`config.mk`:
```
export PLATFORM = sky130hd
export DESIGN_NAME = data_mem_loader
export DESIGN_NICKNAME = d
export VERILOG_FILES = /design/src/rtl/tlul_pkg.sv /design/src/rtl/data_mem_loader_pkg.sv /design/src/rtl/data_mem_loader_word_packer.sv /design/src/rtl/data_mem_loader.sv
export SDC_FILE = /design/constraint.sdc
export NUM_CORES = 1
export LEC_CHECK = 0
export CORE_UTILIZATION = 41
export CTS_CLUSTER_DIAMETER = 50
export DETAILED_ROUTE_END_ITERATION = 16
export HOLD_SLACK_MARGIN = 0.02
export PLACE_DENSITY_LB_ADDON = 0.2
export SLEW_MARGIN = 20
export SYNTH_ARGS = -nofsm -noshare
export SYNTH_HDL_FRONTEND = slang
export SYNTH_SLANG_ARGS = --single-unit
```
`constraint.sdc`:
```
create_clock -name clk_i -period 5.85 [get_ports clk_i]
set_input_delay 0.8775 -clock clk_i [delete_from_list [all_inputs] [get_ports clk_i]]
set_output_delay 0.8775 -clock clk_i [all_outputs]
set_load 0.01 [all_outputs]
```
`src/rtl/tlul_pkg.sv`:
```
// Minimal TL-UL type definitions shared by hosts and devices on the data-memory bus.
package tlul_pkg;

  typedef enum logic [2:0] {
    PutFullData    = 3'h0,
    PutPartialData = 3'h1,
    Get            = 3'h4
  } tl_a_op_e;

  typedef enum logic [2:0] {
    AccessAck     = 3'h0,
    AccessAckData = 3'h1
  } tl_d_op_e;

  typedef struct packed {
    logic        a_valid;
    tl_a_op_e    a_opcode;
    logic [2:0]  a_param;
    logic [1:0]  a_size;
    logic [7:0]  a_source;
    logic [31:0] a_address;
    logic [3:0]  a_mask;
    logic [31:0] a_data;
    logic        d_ready;
  } tl_h2d_t;

  typedef struct packed {
    logic        d_valid;
    tl_d_op_e    d_opcode;
    logic [2:0]  d_param;
    logic [1:0]  d_size;
    logic [7:0]  d_source;
    logic        d_sink;
    logic [31:0] d_data;
    logic        d_error;
    logic        a_ready;
  } tl_d2h_t;

endpackage

```
`src/rtl/data_mem_loader_pkg.sv`:
```
// Shared constants and FSM encoding for the byte-stream to TL-UL data memory loader.
package data_mem_loader_pkg;

  typedef enum logic [2:0] {
    StIdle,
    StCollect,
    StReq,
    StResp,
    StDone
  } loader_state_e;

  localparam tlul_pkg::tl_a_op_e LoaderOpcode = tlul_pkg::PutFullData;
  localparam logic [1:0]         LoaderSize   = 2'd2;
  localparam logic [3:0]         LoaderMask   = 4'hF;

  localparam int unsigned BytesPerWord = 4;
  localparam int unsigned ByteCntW     = $clog2(BytesPerWord);

endpackage

```
`src/rtl/data_mem_loader_word_packer.sv`:
```
// Packs an 8-bit byte stream little-endian into 32-bit words; word_valid_o marks the final byte.
module word_packer
  import data_mem_loader_pkg::*;
(
  input  logic        clk_i,
  input  logic        rst_i,
  input  logic        clear_i,
  input  logic        en_i,
  input  logic        byte_valid_i,
  input  logic [7:0]  byte_data_i,
  output logic        byte_ready_o,
  output logic [31:0] word_o,
  output logic        word_valid_o
);

  logic [ByteCntW-1:0] cnt_q;
  logic [31:0]         word_q;
  logic                take;

  assign byte_ready_o = en_i;
  assign take         = en_i & byte_valid_i;
  assign word_valid_o = take && (cnt_q == ByteCntW'(BytesPerWord - 1));
  assign word_o       = word_q;

  always_ff @(posedge clk_i) begin
    if (rst_i || clear_i) begin
      cnt_q <= '0;
    end else if (take) begin
      cnt_q <= cnt_q + 1'b1;
    end
  end

  // Word lanes hold their value while the FSM presents the word on the bus.
  always_ff @(posedge clk_i) begin
    if (take) begin
      word_q[{cnt_q, 3'b000} +: 8] <= byte_data_i;
    end
  end

endmodule

```
`src/rtl/data_mem_loader.sv`:
```
// Streams bytes into 32-bit words and writes each word to data memory with a TL-UL PutFullData.
module data_mem_loader
  import tlul_pkg::*;
  import data_mem_loader_pkg::*;
#(
  parameter logic [7:0]  SourceId    = 8'd0,
  parameter int unsigned RespTimeout = 1024
) (
  input  logic        clk_i,
  input  logic        rst_i,
  input  logic        start_i,
  input  logic [31:0] base_addr_i,
  input  logic [11:0] word_count_i,
  input  logic        byte_valid_i,
  input  logic [7:0]  byte_data_i,
  output logic        byte_ready_o,
  output tl_h2d_t     tl_o,
  input  tl_d2h_t     tl_i,
  output logic        busy_o,
  output logic        done_o,
  output logic        err_o
);

  localparam int unsigned    TmoW    = $clog2(RespTimeout + 1);
  localparam logic [TmoW-1:0] TmoLast = TmoW'(RespTimeout - 1);

  loader_state_e   state_q, state_d;
  logic [29:0]     base_word_q;
  logic [11:0]     count_q;
  logic [11:0]     idx_q;
  logic [TmoW-1:0] tmo_q;
  logic            err_q;

  logic            start_acc;
  logic            idx_inc;
  logic            err_set;
  logic            last_word;
  logic            word_valid;
  logic [31:0]     word;
  logic            unused_tl;

  assign last_word = (idx_q == count_q - 12'd1);

  word_packer u_packer (
    .clk_i        (clk_i),
    .rst_i        (rst_i),
    .clear_i      (start_acc),
    .en_i         (state_q == StCollect),
    .byte_valid_i (byte_valid_i),
    .byte_data_i  (byte_data_i),
    .byte_ready_o (byte_ready_o),
    .word_o       (word),
    .word_valid_o (word_valid)
  );

  always_comb begin
    state_d   = state_q;
    start_acc = 1'b0;
    idx_inc   = 1'b0;
    err_set   = 1'b0;
    unique case (state_q)
      StIdle: begin
        if (start_i) begin
          start_acc = 1'b1;
          state_d   = (word_count_i == 12'd0) ? StDone : StCollect;
        end
      end
      StCollect: begin
        if (word_valid) state_d = StReq;
      end
      StReq: begin
        if (tl_i.a_ready) state_d = StResp;
      end
      StResp: begin
        if (tl_i.d_valid) begin
          if (tl_i.d_error) begin
            err_set = 1'b1;
            state_d = StDone;
          end else if (last_word) begin
            state_d = StDone;
          end else begin
            idx_inc = 1'b1;
            state_d = StCollect;
          end
        end else if (tmo_q == TmoLast) begin
          err_set = 1'b1;
          state_d = StDone;
        end
      end
      StDone:  state_d = StIdle;
      default: state_d = StIdle;
    endcase
  end

  always_ff @(posedge clk_i) begin
    if (rst_i) begin
      state_q <= StIdle;
      idx_q   <= '0;
      tmo_q   <= '0;
      err_q   <= 1'b0;
    end else begin
      state_q <= state_d;
      if (start_acc) begin
        idx_q <= '0;
        err_q <= 1'b0;
      end else begin
        if (idx_inc) idx_q <= idx_q + 12'd1;
        if (err_set) err_q <= 1'b1;
      end
      // Counter restarts on every entry into RESP and counts cycles spent waiting.
      tmo_q <= (state_q == StResp && state_d == StResp) ? tmo_q + 1'b1 : '0;
    end
  end

  always_ff @(posedge clk_i) begin
    if (start_acc) begin
      base_word_q <= base_addr_i[31:2];
      count_q     <= word_count_i;
    end
  end

  // Word-granular addition keeps the byte address wrapping modulo 2^32.
  always_comb begin
    tl_o           = '0;
    tl_o.a_valid   = (state_q == StReq);
    tl_o.a_opcode  = LoaderOpcode;
    tl_o.a_size    = LoaderSize;
    tl_o.a_mask    = LoaderMask;
    tl_o.a_source  = SourceId;
    tl_o.a_address = {base_word_q + 30'(idx_q), 2'b00};
    tl_o.a_data    = word;
    tl_o.d_ready   = (state_q == StResp);
  end

  assign busy_o = (state_q != StIdle);
  assign done_o = (state_q == StDone);
  assign err_o  = err_q;

  assign unused_tl = ^{tl_i.d_opcode, tl_i.d_param, tl_i.d_size, tl_i.d_source,
                       tl_i.d_sink, tl_i.d_data, base_addr_i[1:0]};

endmodule

```
Yosys cells after proc, flatten, opt, wreduce, memory -nomap -nowiden

Index checks and enable logic that the tools add are counted.

Output and inout bits: 90
Bits in registers: 103
Word-level logic and storage cells: 54

Add/subtract/negate cells: 6
Muxes and demuxes: 20
Eq/ne operators: 8
Shifts and indexed selects: 2
Reduce and logical (&&, ||, !) cells: 8
Bitwise operators: 2

Operators with widths:

| operator                                              | number |
|---|---|
| bitwise mux 32 bit                                    | 1 |
| variable shift 8 x 7 -> 32 bit (first input constant) | 1 |
| variable part select 8 x 7 -> 32 bit                  | 1 |
| adder 30 x 12 -> 30 bit                               | 1 |
| 2-to-1 mux 3 bit                                      | 8 |
| adder 12 x 1 -> 12 bit (second input constant)        | 1 |
| == test 12 bit                                        | 1 |
| zero test 12 bit                                      | 1 |
| case mux 3 bit (4 select lines)                       | 1 |
| subtractor 12 x 1 -> 12 bit (second input constant)   | 1 |
| adder 11 x 1 -> 11 bit (second input constant)        | 1 |
| == test 11 x 10 -> 1 bit (second input constant)      | 1 |
| 2-to-1 mux 1 bit                                      | 10 |
| == test 3 x 2 -> 1 bit (second input constant)        | 3 |
| negator 5 -> 7 bit                                    | 1 |
| OR reduction 2 bit                                    | 2 |
| == test 3 x 1 -> 1 bit (second input constant)        | 1 |
| == test 3 bit (second input constant)                 | 1 |
| zero test 3 bit                                       | 1 |
| nonzero test 3 bit                                    | 1 |
| adder 2 x 1 -> 2 bit (second input constant)          | 1 |
| == test 2 bit (second input constant)                 | 1 |
| logical AND 1 bit                                     | 2 |
| AND 1 bit                                             | 1 |
| other kinds (2)                                       | 2 |

Depth between registers and ports, before layout

Depth in word-level cells: 10
Mapped depth: 11
Depth with buffers taken out: 10

Cells and area by module

A second synthesis with hierarchy kept.

Cells, all modules: 495
Area total of the unflattened synthesis: 5549.1 µm²

Modules (own cells, without submodules):

| module          | area each (µm²) | cells an instance | instances | sequential area each (µm²) |
|---|---|---|---|---|
| data_mem_loader | 4127.7          | 406               | 1         | 1801.7 |
| word_packer     | 1421.4          | 89                | 1         | 1001.0 |

Least setup slack after synthesis

OpenSTA, ideal clock, no wires.

Path type: input to register
Start point: input start_i
End point: register idx_q[0]
Setup slack: 2.111 ns
Setup time: 0.128 ns
Stages: 6
Buffers on the path: 2
Data arrival time: 3.612 ns
Cell sequence: inv_1 > nor2_1 > or2_2 > clkbuf_1 > clkbuf_1 > nor2_1

Longest elaborated chain between the ends: 3

Ends and longest elaborated chain:

| item                                | line                   | RTL |
|---|---|---|
| start: declaration                  | data_mem_loader.sv:11  | `input logic start_i,` |
| 2-to-1 mux 1 bit                    | data_mem_loader.sv:63  | `if (start_i) begin` |
| 2-to-1 mux 1 bit                    | data_mem_loader.sv:61  | `unique case (state_q)` |
| via start_acc                       | data_mem_loader.sv:34  | `logic start_acc;` |
| OR reduction 2 bit (no source line) | n/a                    |  |
| end signal: assignment              | data_mem_loader.sv:107 | `if (idx_inc) idx_q <= idx_q + 12'd1;` |
| end: declaration                    | data_mem_loader.sv:30  | `logic [11:0] idx_q;` |

The timed path passes the listed nets, and every way through them passes these cells.
A chain may end at the register's enable or synchronous reset.

==> results.toml <==
[grt]
grt_pass1_wl_um = 18800
met3_usage = 0.0753
antenna_found_initial = 0
grt_pass1_vias = 3800
gr-max-usage-layer = "met2"
grtUsageMet2 = 0.317
grt_max_degree = 46
grt_overflow = 0
track_usage = 0.186
grt_util_met1 = 0.217

[drt]
drt_pass1_iterations = 4
drt-vias-per-instance = 4.99
avgRoutedWirePerCell_um = 15.1
drtAntennaViolNets = 0
via_count = 3925
drc = 0
drtIter0Drc = 168
wl_um = 11900

[cells_and_area]
final_layout_size_suffix_gt1_frac = 0.0472
multiInputGateArea_um2 = 2300
syn_to_final_growth_pct = 30.7
fin_util = 0.550
antenna_cells = 0
nNetsFinal = 739
fillers = 1107
seq_area_um2 = 2800

[die]
placementRows = 41
die_x_um = 116
initial_utilization = 0.421
io_pins = 198
core_area_um2 = 12600
die-height_um = 116
die-area_um2 = 13400

[synthesis]
synthesis.yosys.warnings = 0
async_flop_share = 0
ys_ff_latch = 103
synth_edf_count = 74
synthTopCellsByCount = "74 x edfxtp_1, 38 x nor2_1, 38 x xnor2_1"
syn_area_per_cell_um2 = 11.0
syn-instance-count = 483
synth.distinct_cells = 55
seq_area_frac_synth = 0.528
synth.most_common_cell = "edfxtp_1"
synthFlopType = "edfxtp_1"
netlist_area_um2 = 5310
synthTopCellsByArea = "edfxtp_1 42%, dfxtp_1 11%, xnor2_1 6.3%, ha_1 4.7%, and2_1 4.1%"
synth_top_area_frac = 0.419
yosysTopAreaCell = "edfxtp_1"

[power]
leakage_uw = 0.00249
p_per_area_nw_per_um2 = 228
ir_drop_v = 0.000208
power_uw = 1580

[min_path]
min_path_cells = 2
min_from = "err_o"
hold_class = "register to register"

[placement]
place.port_buffers = 124
gp_congestion = 0.853
hpwlAfterDp_um = 8830

[sta]
layout_min_cycle_time_ns = 4.76
rsz0062_at_grt = "no"
setup_tns_ns = 0
period_share = 0.813
finalMaxSlewViolations = 0
fmax_ghz = 0.210
relSlewSlack = 0.421
finalClockSkew_ns = 0.00828
finalSetupViolCount = 0
hold_viol_final = 0
tightestPinTransition_ns = 0.868
hold_ws_ns = 0.453

[cts]
cts_hold_buf = 0
cts_resized = 0
cts_buffers = 9
cts_setup_buffers = 0
cts_root_buf = "clkbuf_16"
max-clock-path-buffers = 2
clk_pin_slew_ns = 0.07
cts_tree = "yes"
htreeDepth = 3
clock-sinks = 103
clock_latency_ns = 0.35

[worst_setup_path]
crit_chain = "ha_1 -> a21o_1 -> a21o_1 -> a2111o_1 -> a211oi_1 -> nor2_1 -> nand3_1 -> xnor2_1 -> clkdlybuf4s50_1"
slowest_stage = "clkdlybuf4s50_1"
arrival_ns = 3.88
cp-startpoint = "idx_q[7]"
r2r_start = "count_q[2]"
crit_cells = 9
reg2reg_depth = 7
slowest_delay_ns = 0.60
crit_fanout = 10
critical_path_buf_inv_count = 1
crit_path_frequent_cell = "a21o_1"
endpoint_kind = "output port"
startpoint_type = "register"
worstSetupPathType = "register to output port"
path_delay_family = "compound AO/OA/AOI/OAI gates"
worstPathRequired_ns = 4.97

[run_status]
status = "complete, no violations"

[job]
maxCapViolCount = 0
[area by class of cell]
type,count,share of cell area
Timing Repair Buffer,125,0.180
Inverter,21,0.0114
Sequential cell,103,0.404
Multi-Input combinational cell,350,0.331
Clock inverter,3,0.00325
Tap cell,172,0.0310
Clock buffer,13,0.0391
[state kept, by name, indices dropped and copies added (netlist names)]
register / count
idx_q: 12
count_q: 12
state_q: 3
tmo_q: 11
base_word_q: 30
u_packer.cnt_q: 2
err_o: 1
u_packer.word_o: 32
[power by group]
part	switching (uW)	total, uW	internal, uW
sequential	16.9	824	807
combinational	73.7	162	88.8
clock	265	594	329
total	356	1580	1230
[per-stage QoR]
| step | instances | area, um^2 | worst slack (ns) |
|---|---|---|---|
| 2_1_floorplan | 503 | 5380 | 2.11 |
| 3_3_place_gp | 771 | 6640 | 1.58 |
| 4_1_cts | 787 | 6940 | 1.09 |
| 6_report | 787 | 6940 | 1.09 |
| 5_1_grt | 787 | 6940 | 0.829 |
| 3_5_place_dp | 771 | 6640 | 1.45 |
[per-layer routing]
layer / vias to the layer above / wire length (um)
met5: - / 0
met3: 11 / 1050
met2: 130 / 5810
li1: 1947 / -
met1: 1837 / 4920
met4: 0 / 94
[worst register-to-register path, stage by stage (launching register included)]
cell and delay (ns):
edfxtp_1 0.50, or4_4 0.58, or4_1 0.51, o311ai_1 0.11
a21oi_2 0.11, o31ai_4 0.77, mux2i_1 0.27, nor2_1 0.05
[layout by cell type, fill, tap and decap left out, drive strengths merged, types with 3 or more instances in the layout]
master	instances
a21o	3
a21oi	26
and2	35
and3	9
clkbuf	13
clkdlybuf4s50	124
conb	22
dfxtp	29
edfxtp	74
ha	20
inv	23
nand2	19
nand2b	5
nand3	20
nand4	6
nor2	38
nor2b	5
nor3	8
nor3b	6
nor4	5
o2111ai	3
o211ai	3
o21ai	18
o31ai	6
or2	5
or3	6
or4	7
xnor2	38
xor2	13
[final timing paths]
kind         slack (ns)       end
min reg2reg        0.45     err_o
min                0.45     err_o
max                1.09  tl_o[64]
max reg2reg        2.83  idx_q[1]
[logic make-up (layout without fill, tap and decap cells)]
kind of cell,Yosys count,count (layout),synth area share
AO/OA/AOI/OAI,74,74,0.0903
XOR/XNOR,51,51,0.0842
adder cells (fa/ha/maj),21,21,0.0509
buffers and inverters,50,162,0.0545
flip-flops,103,103,0.528
multiplexers,2,2,0.00377
other,2,22,0.00141
AND/OR/NAND/NOR,180,180,0.187
Note: power is estimated with default switching activity, not from simulation.
